$ cat src/rtl/lc3b_ctrl_pipe.sv
// Elastic DEPTH-stage pipeline carrying the decoded LC-3b control word from decode to writeback.
// Every stage can be stalled or flushed on its own, and empty stages are refilled from behind.
module lc3b_ctrl_pipe #(
  parameter int WIDTH = 17,
  parameter int DEPTH = 4,
  parameter int CW    = $clog2(DEPTH+1)
) (
  input  logic                   clk,
  input  logic                   rst,
  input  logic                   in_valid,
  output logic                   in_ready,
  input  logic [WIDTH-1:0]       in_word,
  input  logic [DEPTH-1:0]       stall_i,
  input  logic [DEPTH-1:0]       flush_i,
  output logic [DEPTH-1:0]       stage_valid_o,
  output logic [DEPTH*WIDTH-1:0] stage_word_o,
  output logic                   out_valid,
  input  logic                   out_ready,
  output logic [WIDTH-1:0]       out_word,
  output logic [CW-1:0]          occupancy
);

  logic [DEPTH-1:0] v;
  logic [DEPTH-1:0] adv;
  logic [DEPTH-1:0] room;
  logic [DEPTH-1:0] incoming;
  logic [DEPTH-1:0] kill;
  logic [WIDTH-1:0] word_q [DEPTH];
  logic [WIDTH-1:0] src    [DEPTH];
  logic [CW-1:0]    occ_next;

  // Room ripples from the output back toward stage 0; flush deliberately never frees room.
  always_comb begin
    adv  = '0;
    room = '0;
    adv[DEPTH-1]  = v[DEPTH-1] & ~flush_i[DEPTH-1] & ~stall_i[DEPTH-1] & out_ready;
    room[DEPTH-1] = ~v[DEPTH-1] | adv[DEPTH-1];
    for (int k = DEPTH-2; k >= 0; k--) begin
      adv[k]  = v[k] & ~flush_i[k] & ~stall_i[k] & room[k+1];
      room[k] = ~v[k] | adv[k];
    end
  end

  always_comb begin
    incoming    = '0;
    incoming[0] = in_valid & room[0];
    src[0]      = in_word;
    for (int k = 1; k < DEPTH; k++) begin
      incoming[k] = adv[k-1];
      src[k]      = word_q[k-1];
    end
    kill = v & flush_i;
  end

  always_comb begin
    int n;
    n = int'(occupancy) + (incoming[0] ? 1 : 0) - (adv[DEPTH-1] ? 1 : 0) - $countones(kill);
    occ_next = CW'(n);
  end

  always_ff @(posedge clk or posedge rst) begin
    if (rst) begin
      v         <= '0;
      occupancy <= '0;
      for (int k = 0; k < DEPTH; k++) word_q[k] <= '0;
    end else begin
      occupancy <= occ_next;
      for (int k = 0; k < DEPTH; k++) begin
        if (incoming[k]) begin
          v[k]      <= 1'b1;
          word_q[k] <= src[k];
        end else if (adv[k] | kill[k]) begin
          v[k] <= 1'b0;
        end
      end
    end
  end

  always_comb begin
    stage_word_o = '0;
    for (int k = 0; k < DEPTH; k++) stage_word_o[k*WIDTH +: WIDTH] = word_q[k];
  end

  assign in_ready      = room[0];
  assign out_valid     = v[DEPTH-1] & ~flush_i[DEPTH-1] & ~stall_i[DEPTH-1];
  assign out_word      = word_q[DEPTH-1];
  assign stage_valid_o = v;

endmodule

$ cat config.mk
export PLATFORM = sky130hd
export DESIGN_NAME = lc3b_ctrl_pipe
export DESIGN_NICKNAME = d
export VERILOG_FILES = /design/src/rtl/lc3b_ctrl_pipe.sv
export SDC_FILE = /design/constraint.sdc
export NUM_CORES = 1
export LEC_CHECK = 0
export CAP_MARGIN = 40
export CORE_ASPECT_RATIO = 0.5
export CORE_UTILIZATION = 49
export DETAILED_ROUTE_END_ITERATION = 6
export PLACE_DENSITY = 0.86
export REMOVE_ABC_BUFFERS = 1
export SLEW_MARGIN = 20
export SYNTH_ARGS = -nofsm -noshare
export SYNTH_HDL_FRONTEND = slang
export SYNTH_SLANG_ARGS = --single-unit
$ cat constraint.sdc
create_clock -name clk -period 7.8 [get_ports clk]
set_input_delay 1.17 -clock clk [delete_from_list [all_inputs] [get_ports clk]]
set_output_delay 1.17 -clock clk [all_outputs]
set_load 0.005 [all_outputs]
Yosys cells after proc, flatten, opt, wreduce, memory -nomap -nowiden
Cells that the tools add are included.
{"block": "classes", "add_sub_neg": 6, "multipliers": 0, "div": 0, "magnitude_cmp": 0, "n_eq_ne": 0, "shifts": 0, "muxes": 10, "bitwise_logic": 34, "reduce_logical": 4}
{"op": "1-bit AND", "count": 13}
{"op": "1-bit NOT", "count": 12}
{"op": "1-bit two-way mux", "count": 10}
{"op": "1-bit bitwise OR", "count": 8}
{"op": "2-bit nonzero test", "count": 4}
{"op": "1-bit by 1-bit adder with 2-bit output", "count": 2}
{"op": "4-bit AND", "count": 1}
{"op": "2-bit by 2-bit adder with 3-bit output", "count": 1}
{"op": "3-bit by 1-bit adder with 3-bit output", "count": 1}
{"op": "3-bit by 1-bit subtractor with 3-bit output", "count": 1}
{"op": "3-bit subtractor", "count": 1}
{"block": "totals", "regBits": 75, "latchBits": 0, "mem_bits_rw": 0, "romBits": 0, "in_bits": 29, "out_inout_bits": 94, "wordCells": 63, "mem_count": 0}

Logic depth before layout (Yosys ltp)
Gate-level depths: netlist of the first run.
{"block": "logic_depth", "depth_word": 16, "mapped_depth": 9, "mapped_depth_nobuf": 9}

Worst setup path after synthesis of the first run
No wires, ideal clock.
{"block": "synth_timing", "path_kind": "input -> register", "start": "in flush_i[3]", "end": "reg occupancy[2]", "t_arrival_ns": 3.357, "slack_ns": 4.318, "path_stages": 9, "path_buffers": 0, "cell_sequence": "nand2b_1 nor3b_1 fa_1 fa_1 inv_1 fa_1 ha_1 xnor2_1 xnor2_1"}
{"block": "synth_between", "elab_chain_cells": 16}
{"element": "from (decl)", "line": "14", "rtl": "input logic [DEPTH-1:0] flush_i,"}
{"element": "1-bit NOT", "line": "36", "rtl": "adv[DEPTH-1] = v[DEPTH-1] & ~flush_i[DEPTH-1] & ~stall_i[DEPTH-1] & out_ready;"}
{"element": "1-bit AND (3 in a row)", "line": "36"}
{"element": "1-bit bitwise OR", "line": "37", "rtl": "room[DEPTH-1] = ~v[DEPTH-1] | adv[DEPTH-1];"}
{"element": "1-bit AND", "line": "39", "rtl": "adv[k] = v[k] & ~flush_i[k] & ~stall_i[k] & room[k+1];"}
{"element": "1-bit bitwise OR", "line": "40", "rtl": "room[k] = ~v[k] | adv[k];"}
{"element": "1-bit AND", "line": "39"}
{"element": "1-bit bitwise OR", "line": "40"}
{"element": "1-bit AND", "line": "39"}
{"element": "1-bit bitwise OR", "line": "40"}
{"element": "1-bit AND", "line": "46", "rtl": "incoming[0] = in_valid & room[0];"}
{"element": "1-bit two-way mux", "line": "57", "rtl": "n = int'(occupancy) + (incoming[0] ? 1 : 0) - (adv[DEPTH-1] ? 1 : 0) - $countones(kill);"}
{"element": "3-bit by 1-bit adder with 3-bit output", "line": "57"}
{"element": "3-bit by 1-bit subtractor with 3-bit output", "line": "57"}
{"element": "3-bit subtractor (*)", "line": "57"}
{"element": "via occ_next[2]", "line": "30", "rtl": "logic [CW-1:0] occ_next;"}
{"element": "to (signal assigned)", "line": "67", "rtl": "occupancy <= occ_next;"}
{"element": "to (decl)", "line": "20", "rtl": "output logic [CW-1:0] occupancy"}
The timed path passes the listed nets; every way through them passes the cells marked *.
A chain may end at the register's enable or synchronous reset.

Worst setup path after layout of the first run
{"block": "layout_timing", "start": "in stall_i[3]", "end": "out in_ready"}
{"block": "layout_between", "elab_chain_cells": 10}
{"element": "from (decl)", "line": "13", "rtl": "input logic [DEPTH-1:0] stall_i,"}
{"element": "1-bit NOT", "line": "36"}
{"element": "1-bit AND (2 in a row)", "line": "36"}
{"element": "1-bit bitwise OR", "line": "37"}
{"element": "1-bit AND", "line": "39"}
{"element": "1-bit bitwise OR", "line": "40"}
{"element": "1-bit AND", "line": "39"}
{"element": "1-bit bitwise OR", "line": "40"}
{"element": "1-bit AND", "line": "39"}
{"element": "1-bit bitwise OR", "line": "40"}
{"element": "to (decl)", "line": "11", "rtl": "output logic in_ready,"}
No other way between the ends.

==> results of run 1 <==
-- worst register-to-register path: stages (launching register included) --
cell,delay [ps]
dfrtp_1,880
and2_1,300
fa_1,450
fa_1,370
inv_1,90
fa_1,440
ha_1,220
xnor2_1,170
xnor2_1,130
-- per-layer routing --
layer	track usage [%]	vias up
met4	10.8	0
met5	0	-
li1	-	1201
met3	7.85	26
met1	31.1	1405
met2	46.3	133
-- power by group --
part | switching (W) | internal (W) | total [W]
clock | 0.000156 | 0.000338 | 0.000494
sequential | 0.000124 | 0.000529 | 0.000654
combinational | 0.000187 | 0.000413 | 0.000600
-- path summary, 6_finish.rpt --
check	startpoint	to	slack, ps	depth (start not counted)
max	stall_i[3]	in_ready	3370	7
min	stage_word_o[46]$_DFFE_PP0P_	out_word[12]$_DFFE_PP0P_	530	1
max reg2reg	stage_valid_o[0]$_DFFE_PP0P_	occupancy[2]$_DFF_PP0_	4690	8
min reg2reg	stage_word_o[46]$_DFFE_PP0P_	out_word[12]$_DFFE_PP0P_	530	1
max in group asynchronous	rst	out_word[0]$_DFFE_PP0P_	5880	4
min in group asynchronous	rst	stage_word_o[43]$_DFFE_PP0P_	1080	2
-- logic make-up after synthesis --
group                      count (synthesis)
DFF                                       75
and+or+nand+nor                           56
muxes                                     51
AOI/OAI and AO/OA                         44
buffers and inverters                     42
adders and majority gates                  7
xor gates and xnor gates                   3
-- sequential cells by signal (all words and copies together) (netlist names) --
| register | flops |
|---|---|
| occupancy | 3 |
| out_word | 17 |
| stage_valid_o | 4 |
| stage_word_o | 51 |
-- cell usage after synthesis --
| library cell | instances |
|---|---|
| fa_1 | 3 |
| o21a_1 | 1 |
| a211oi_4 | 1 |
| buf_6 | 3 |
| nor3b_1 | 1 |
| and2b_2 | 1 |
| clkbuf_1 | 6 |
| a22oi_1 | 17 |
| inv_1 | 9 |
| nand4_1 | 18 |
| nand2_1 | 17 |
| a211oi_1 | 1 |
| nand2b_1 | 2 |
| nor2_1 | 4 |
| buf_2 | 4 |
| nor2b_1 | 2 |
| mux2_2 | 42 |
| ha_1 | 4 |
| dfrtp_1 | 75 |
| o31ai_2 | 1 |
| a31oi_1 | 1 |
| buf_1 | 1 |
| nand3_1 | 1 |
| o21bai_1 | 1 |
| nand4_4 | 1 |
| o211ai_1 | 17 |
| nor3_1 | 1 |
| o21ai_1 | 1 |
| mux2_4 | 9 |
| nand3_2 | 1 |
| a21oi_1 | 1 |
| xnor2_1 | 3 |
| buf_4 | 19 |
| o21ai_0 | 2 |
| and2_1 | 6 |
| or3b_4 | 1 |
-- stage by stage --
stage          area [µm²]  power [W]
2_1_floorplan        3310   0.000843
5_1_grt              5080    0.00184
3_3_place_gp         4670    0.00121
3_5_place_dp         4690    0.00125
6_report             5080    0.00175
4_1_cts              5050    0.00175
-- layout by cell type, fill, tap and decap left out, types with 4 or more instances in the layout --
| master | instances |
|---|---|
| clkbuf_16 | 9 |
| mux2_4 | 9 |
| nand4_1 | 18 |
| a22oi_1 | 17 |
| o211ai_1 | 17 |
| dfrtp_1 | 75 |
| nand2_1 | 17 |
| and2_1 | 6 |
| buf_4 | 4 |
| clkdlybuf4s50_1 | 122 |
| inv_1 | 8 |
| mux2_2 | 42 |
| ha_1 | 4 |
| nor2_1 | 4 |
-- cell type report --
type | instances | area [µm²] | share of cell area (%)
clock buffers | 12 | 267 | 5.24
clock inverters | 4 | 95.1 | 1.87
inverters | 9 | 33.8 | 0.664
multi-input cells | 161 | 1400 | 27.6
flip-flops and latches | 75 | 1880 | 36.9
well taps | 92 | 115 | 2.26
repair buffers | 129 | 1290 | 25.4
==> run summary, run 1 <==
RSZ-0062 raised after global routing - no
drt first pass iters - 4
post-synthesis average cell area - 12.7 µm²
TNS Setup - 0 ps
xor/xnor share of the synthesized area - 0.743%
leakage power total - 2.18 nW
Peak VDD IR - 161 µV
setup ws final - 3370 ps
CTS tree - built
crit-path max FO - 18
Final period util - 56.8%
Syn Inst Count - 278
GRT Total Usage - 26.2%
CP endpoint kind - primary output
core area - 0.00683 mm²
Iteration-0 DRC Markers - 155
H-tree depth - 3
Final Hold Fails - 0
multiplexer share of the synthesized area - 17.2%
Final ANT Viol Nets - 0
Ys Warns - 0
Crit path buffers/inverters - 4
Slew @ Worst Pin - 824 ps
hold-fix buffer count after cts - 0
vias per inst - 5.74
Synth Cell Area - 0.00354 mm²
Netlist cell types - 36
Synth Area in Compound Gates - 9.52%
Starting Density - 51.8%
final hold slack - 527 ps
CP delay by family, top - buffers and inverters
crit-path cells - clkdlybuf4s50_1, or3b_4, nand4_1, buf_6, a31oi_1, inv_1, clkdlybuf4s50_1
crit path DAT - 3260 ps
simple logic cell fraction of the synthesized area - 9.13%
crit start category - primary input
worst skew pair latency - 340 ps
crit path kind - in2out
power per standard cell area - 344 mW/mm²
Detail Placement HPWL - 6.16 mm
Most common cell on crit path - clkdlybuf4s50_1
detailed-routing wirelength on met1 - 3.84 mm
total wire length - 9.38 mm
DR WL met3 - 533 µm
Seq/Total Area, Yosys - 53.1%
#FFs+latches synth - 75
# fillers - 415
num ports - 123
Clock Sinks - 75
Area growth syn-to-layout - 43.8%
CTS max path bufs - 2
max_slew headroom - 45.1%
critical path's largest stage delay - 490 ps
ANT cells - 0
Max Clock Freq - 226 MHz
pre-CTS setup slack - 3040 ps
largest net degree at the start of global routing - 66
Max Clock Skew - 7.43 ps
post-synthesis adder-cell area fraction - 3.11%
WL/cell - 19.5 µm
fin nets - 421
HP Class - reg2reg
number of buffers inserted by port buffering - 122
grt ovf - 0
post-synth top area share - 53.1%
Top Layer Used - met4
Final Setup Violations - 0
# rows - 21
first-pass GRT wire length - 14.4 mm
vias - 2765
met2 wire length - 4.78 mm
Pins Over Slew Limit - 0
status - finished, final reports clean
Die X - 122 µm
final design utilization - 74.4%
max cap viols - 0
Area contributors post-synth - dfrtp_1 53%, mux2_2 13%, buf_4 4.0%, mux2_4 3.8%, a22oi_1 3.6%
vias in the first global route - 2694
DIE AREA - 0.00758 mm²
Die Y - 62.1 µm
DRC errors left - 0
largest family of logic cells by synthesized area - multiplexers
Layout Cells excl Fill - 482
Yosys top cell by area - dfrtp_1
antenna violations before repair - 0
Inst Count DP - 464
Worst-path clk slew - 50 ps
CP required - 6630 ps
slowest CP cell - clkdlybuf4s50_1
layout cells sized above 1 - 20.8%
Placer Congestion - 0.882
minimum clock period - 4430 ps
Root Buffer - clkbuf_16
postcts setup bufs - 0
clock buffer count from CTS - 9
post-CTS sizing - 0
Note: power is estimated with default switching activity, not from simulation.
==> run 2, diff against run 1 <==
--- a/config.mk
+++ b/config.mk
@@ -7,9 +7,9 @@
 export LEC_CHECK = 0
 export CAP_MARGIN = 40
 export CORE_ASPECT_RATIO = 0.5
-export CORE_UTILIZATION = 49
+export CORE_UTILIZATION = 41
 export DETAILED_ROUTE_END_ITERATION = 6
-export PLACE_DENSITY = 0.86
+export PLACE_DENSITY = 0.77
 export REMOVE_ABC_BUFFERS = 1
 export SLEW_MARGIN = 20
 export SYNTH_ARGS = -nofsm -noshare
==> constraint.sdc (replaced) <==
create_clock -name clk -period 3.7 [get_ports clk]
set_input_delay 0.555 -clock clk [delete_from_list [all_inputs] [get_ports clk]]
set_output_delay 0.555 -clock clk [all_outputs]
set_load 0.005 [all_outputs]
==> run summary, run 2 (same netlist as run 1, synthesis figures left out) <==
Iteration-0 DRC Markers - 126 (-19%)
H-tree depth - 3 (unchanged)
crit-path cells - clkdlybuf4s50_1, nand2b_1, nor3b_1, fa_1, fa_1, inv_1, fa_1, ha_1, xnor2_1, xnor2_1
CP required - 3920 ps (-2710 ps)
status - finished, final reports clean
crit-path max FO - 3 (-15)
DIE AREA - 0.00903 mm² (+19%)
number of buffers inserted by port buffering - 122 (unchanged)
Final period util - 85.7%
post-CTS sizing - 0 (unchanged)
HP Class - reg2reg
first-pass GRT wire length - 14.2 mm (-1.0%)
CTS tree - built
Slew @ Worst Pin - 731 ps (-92.8 ps)
Placer Congestion - 0.827 (-6.2%)
# fillers - 635 (+53%)
clock buffer count from CTS - 9 (unchanged)
Most common cell on crit path - fa_1
layout cells sized above 1 - 19.6% (-1.2 points)
hold-fix buffer count after cts - 0 (unchanged)
critical path's largest stage delay - 480 ps (about the same)
worst skew pair latency - 330 ps (about the same)
CP endpoint kind - flip-flop
pre-CTS setup slack - 180 ps (-2860 ps)
leakage power total - 2.12 nW (-2.7%)
# rows - 23 (+9.5%)
Starting Density - 43.3% (-8.5 points)
vias - 2654 (-4.0%)
total wire length - 8.94 mm (-4.7%)
crit start category - primary input
antenna violations before repair - 0 (unchanged)
max cap viols - 0 (unchanged)
core area - 0.00817 mm² (+20%)
R2R Setup Slk - 750 ps (-3940 ps)
max reg flops - 51 (unchanged)
Max Clock Skew - 8.16 ps (+0.722 ps)
Die X - 133 µm (+9.2%)
crit path DAT - 3390 ps (+130 ps)
largest net degree at the start of global routing - 31 (-53%)
Die Y - 67.7 µm (+9.0%)
GRT Total Usage - 20.8% (-5.4 points)
power per standard cell area - 679 mW/mm² (+98%)
Root Buffer - clkbuf_16
fin nets - 422 (+0.24%)
Final ANT Viol Nets - 0 (unchanged)
max_slew headroom - 51.3% (+6.2 points)
Peak VDD IR - 294 µV (+82%)
num ports - 123 (unchanged)
most frequent cells in the layout - 122 x clkdlybuf4s50_1, 75 x dfrtp_1, 42 x mux2_2, 18 x nand4_1
ANT cells - 0 (unchanged)
Pins Over Slew Limit - 0 (unchanged)
DRC errors left - 0 (unchanged)
CTS max path bufs - 2 (unchanged)
crit path kind - in2reg
Detail Placement HPWL - 6.38 mm (+3.6%)
most common library cell in the layout ignoring fill and taps - clkdlybuf4s50_1
RSZ-0062 raised after global routing - no
Final Setup Violations - 0 (unchanged)
drt first pass iters - 4 (unchanged)
setup ws final - 529 ps (-2840 ps)
grt ovf - 0 (unchanged)
minimum clock period - 3170 ps
vias in the first global route - 2629 (-2.4%)
postcts setup bufs - 0 (unchanged)
slowest CP cell - fa_1
TNS Setup - 0 ps (unchanged)
Worst-path clk slew - 50 ps (about the same)
Clock Sinks - 75 (unchanged)
WL/cell - 17.9 µm (-8.1%)
Area growth syn-to-layout - 41.0%
vias per inst - 5.31 (-7.5%)
Max Clock Freq - 315 MHz
Final Hold Fails - 0 (unchanged)
## run 2: changes by cell type in the layout (fill, tap and decap cells not counted), sizes merged
cell    previous run  this run
buf                7         8
clkinv             1         0
bufinv             3         0
clkbuf            12        13
## run 2: worst paths after layout
path,startpoint,endpoint,cells after the start
worst max-delay path,flush_i[3],occupancy[2]$_DFF_PP0_,10
worst min-delay path,stage_word_o[46]$_DFFE_PP0P_,out_word[12]$_DFFE_PP0P_,1
worst max register to register,stage_valid_o[3]$_DFFE_PP0P_,occupancy[2]$_DFF_PP0_,9
max in group asynchronous,rst,out_word[12]$_DFFE_PP0P_,3
min in group asynchronous,rst,stage_word_o[19]$_DFFE_PP0P_,2
worst min register to register,stage_word_o[46]$_DFFE_PP0P_,out_word[12]$_DFFE_PP0P_,1
## run 2: cell type report
| class | count | area (µm²) | share of cell area [%] |
|---|---|---|---|
| Tap cell | 112 | 140 | 2.81 |
| Clock buffer | 13 | 250 | 5.02 |
| Timing Repair Buffer | 130 | 1280 | 25.7 |
| Multi-Input combinational cell | 161 | 1400 | 28.2 |
| Inverter | 9 | 33.8 | 0.678 |
| Sequential cell | 75 | 1880 | 37.6 |
## run 2: stage by stage
step                      utilization, %  area (µm²)  hold WS (ps)  std cells  total power (W)
after global placement              57.9        4730           509        486          0.00258
final                               61.0        4990           527        500          0.00339
after detailed placement            57.9        4740           516        487          0.00264
after floorplan                        -        3310           521        245          0.00178
after CTS                           61.0        4990           528        500          0.00343
after global routing                61.0        4990           540        500          0.00359
## run 2: report_power, final
part           internal, W  switching (W)
clock network     0.000461       0.000300
logic             0.000870       0.000394
registers          0.00112       0.000244
## run 2: per-layer routing
| metal | vias to the layer above | share of wire [%] | track usage, % |
|---|---|---|---|
| li1 | 1213 | - | - |
| met1 | 1346 | 41 | 25.1 |
| met2 | 79 | 53 | 36.1 |
| met3 | 16 | 4.6 | 6.46 |
| met4 | 0 | 1.5 | 6.82 |
| met5 | - | 0 | 0 |
## run 2: critical path: cells and delay by family
kind | cells | cell delay, ps
buffers and inverters | 2 | 520
AND/OR/NAND/NOR | 2 | 480
XOR/XNOR | 2 | 300
adder cells (fa/ha/maj) | 4 | 1520
==> run 3, diff against run 2 <==
--- a/config.mk
+++ b/config.mk
@@ -5,7 +5,7 @@
 export SDC_FILE = /design/constraint.sdc
 export NUM_CORES = 1
 export LEC_CHECK = 0
-export CAP_MARGIN = 40
+export ABC_CLOCK_PERIOD_IN_PS = 3700
 export CORE_ASPECT_RATIO = 0.5
 export CORE_UTILIZATION = 41
 export DETAILED_ROUTE_END_ITERATION = 6
==> run summary, run 3 (same netlist as run 1, synthesis figures left out) <==
status - finished, final reports clean
max_slew headroom - 50.2% (-1.0 points)
crit-path max FO - 3 (unchanged)
Starting Density - 43.3% (unchanged)
CP required - 3920 ps (about the same)
total wire length - 9.00 mm (+0.71%)
Die X - 133 µm (unchanged)
RSZ-0062 raised after global routing - no
slowest CP cell - fa_1
Pins Over Slew Limit - 0 (unchanged)
WL/cell - 18.0 µm (+0.91%)
DIE AREA - 0.00903 mm² (unchanged)
vias - 2628 (-0.98%)
minimum clock period - 3160 ps (-13.8 ps)
max cap viols - 0 (unchanged)
Max Clock Freq - 317 MHz (+0.44%)
grt met1 use - 26.2% (+1.0 points)
TNS Setup - 0 ps (unchanged)
H-tree depth - 3 (unchanged)
max reg flops - 51 (unchanged)
vias in the first global route - 2641 (+0.46%)
design area - 0.00498 mm² (about the same)
fin nets - 421 (-0.24%)
grt met2 use - 37.2% (+1.1 points)
Final period util - 85.3% (-0.37 points)
Peak VDD IR - 277 µV (-5.9%)
Clock Sinks - 75 (unchanged)
ANT cells - 0 (unchanged)
Root Buffer - clkbuf_16
worst r2r dst - occupancy[2]$_DFF_PP0_
Area growth syn-to-layout - 40.9% (about the same)
Final Setup Violations - 0 (unchanged)
number of buffers inserted by port buffering - 122 (unchanged)
hold-fix buffer count after cts - 0 (unchanged)
worst hold path depth - 1 (unchanged)
worst skew pair latency - 330 ps (about the same)
GR peak layer - met2
DRC errors left - 0 (unchanged)
Slew @ Worst Pin - 746 ps (+14.9 ps)
Most common cell on crit path - fa_1
FF-to-FF Start - stage_valid_o[3]$_DFFE_PP0P_
first-pass GRT wire length - 14.4 mm (+1.5%)
HP Start - stage_word_o[46]$_DFFE_PP0P_
GRT met3 Usage - 4.95% (-1.5 points)
Final ANT Viol Nets - 0 (unchanged)
# fillers - 642 (+1.1%)
grt ovf - 0 (unchanged)
CP endpoint kind - flip-flop
crit path kind - in2reg
post-CTS sizing - 0 (unchanged)
power per standard cell area - 678 mW/mm² (-0.10%)
crit-path cells - clkdlybuf4s50_1, nand2b_1, nor3b_1, fa_1, fa_1, inv_1, fa_1, ha_1, xnor2_1, xnor2_1
Final Hold Fails - 0 (unchanged)
core area - 0.00817 mm² (unchanged)
Die Y - 67.7 µm (unchanged)
R2R Setup Slk - 790 ps (+40 ps)
postcts setup bufs - 0 (unchanged)
most frequent cells in the layout - 122 x clkdlybuf4s50_1, 75 x dfrtp_1, 42 x mux2_2, 18 x nand4_1
most common library cell in the layout ignoring fill and taps - clkdlybuf4s50_1
CTS max path bufs - 2 (unchanged)
vias per inst - 5.27 (-0.78%)
HP Class - reg2reg
CTS tree - built
antenna violations before repair - 0 (unchanged)
Post-Place Cell Area - 0.00473 mm² (-0.16%)
drt first pass iters - 4 (unchanged)
leakage power total - 2.11 nW (-0.17%)
# rows - 23 (unchanged)
Crit path buffers/inverters - 2 (unchanged)
Max Clock Skew - 5.00 ps (-3.16 ps)
Worst-path clk slew - 50 ps (about the same)
GRT Total Usage - 21.2% (+0.41 points)
layout cells sized above 1 - 19.6% (+0.051 points)
Hold Path End - out_word[12]$_DFFE_PP0P_
critical path's largest stage delay - 490 ps (about the same)
Placer Congestion - 0.827 (unchanged)
clock buffer count from CTS - 9 (unchanged)
crit path DAT - 3370 ps (-20 ps)
num ports - 123 (unchanged)
Detail Placement HPWL - 6.40 mm (+0.27%)
crit start category - primary input
R2R cell count - 9 (unchanged)
largest net degree at the start of global routing - 31 (unchanged)
CP delay by family, top - adder cells
Iteration-0 DRC Markers - 221 (+75%)
-- run 3: cell count changes in the layout (fill, tap and decap cells not counted), sizes merged --
| cell | previous run | this run |
|---|---|---|
| buf | 8 | 7 |
-- run 3: metal layers --
| layer | part of all wire [%] | wire, µm |
|---|---|---|
| met4 | 1.6 | 148 |
| met2 | 54 | 4860 |
| met1 | 40 | 3640 |
| met3 | 4.0 | 357 |
| met5 | 0 | 0 |
-- run 3: final cells by class --
cell class / count / area, µm² / area share (%)
flip-flops and latches: 75 / 1880 / 37.7
multi-input cells: 161 / 1410 / 28.3
repair buffers: 129 / 1270 / 25.6
clock buffers: 13 / 250 / 5.02
well taps: 112 / 140 / 2.81
inverters: 9 / 33.8 / 0.678
-- run 3: through the flow --
stage	hold slack, ps	util [%]	power, W	worst slack, ps	cells
floorplan	521	-	0.00178	833	245
global placement	509	57.9	0.00258	306	486
detailed placement	518	57.9	0.00264	186	486
CTS	530	60.9	0.00342	522	499
global route	542	61.0	0.00358	367	499
finish	527	61.0	0.00338	543	499
-- run 3: worst max-delay path by stage --
stage,from,cells after the start,to
2_1_floorplan,flush_i[3],9,occupancy[2]$_DFF_PP0_
3_3_place_gp,flush_i[3],10,occupancy[2]$_DFF_PP0_
3_5_place_dp,flush_i[3],10,occupancy[2]$_DFF_PP0_
4_1_cts,flush_i[3],10,occupancy[2]$_DFF_PP0_
5_1_grt,flush_i[3],10,occupancy[2]$_DFF_PP0_
6_report,flush_i[3],10,occupancy[2]$_DFF_PP0_
-- run 3: worst register-to-register path, stage by stage (launching register included) --
cell and delay, ps:
dfrtp_1 480, nand2b_1 130, nor3b_1 280, fa_1 490, fa_1 390, inv_1 90
fa_1 430, ha_1 230, xnor2_1 190, xnor2_1 90
-- run 3: power breakdown --
group / total (W) / leakage, nW / switching (W) / internal, W
combinational: 0.00126 / 1.05 / 0.000393 / 0.000869
clock: 0.000759 / 0.122 / 0.000298 / 0.000461
sequential: 0.00136 / 0.942 / 0.000242 / 0.00112
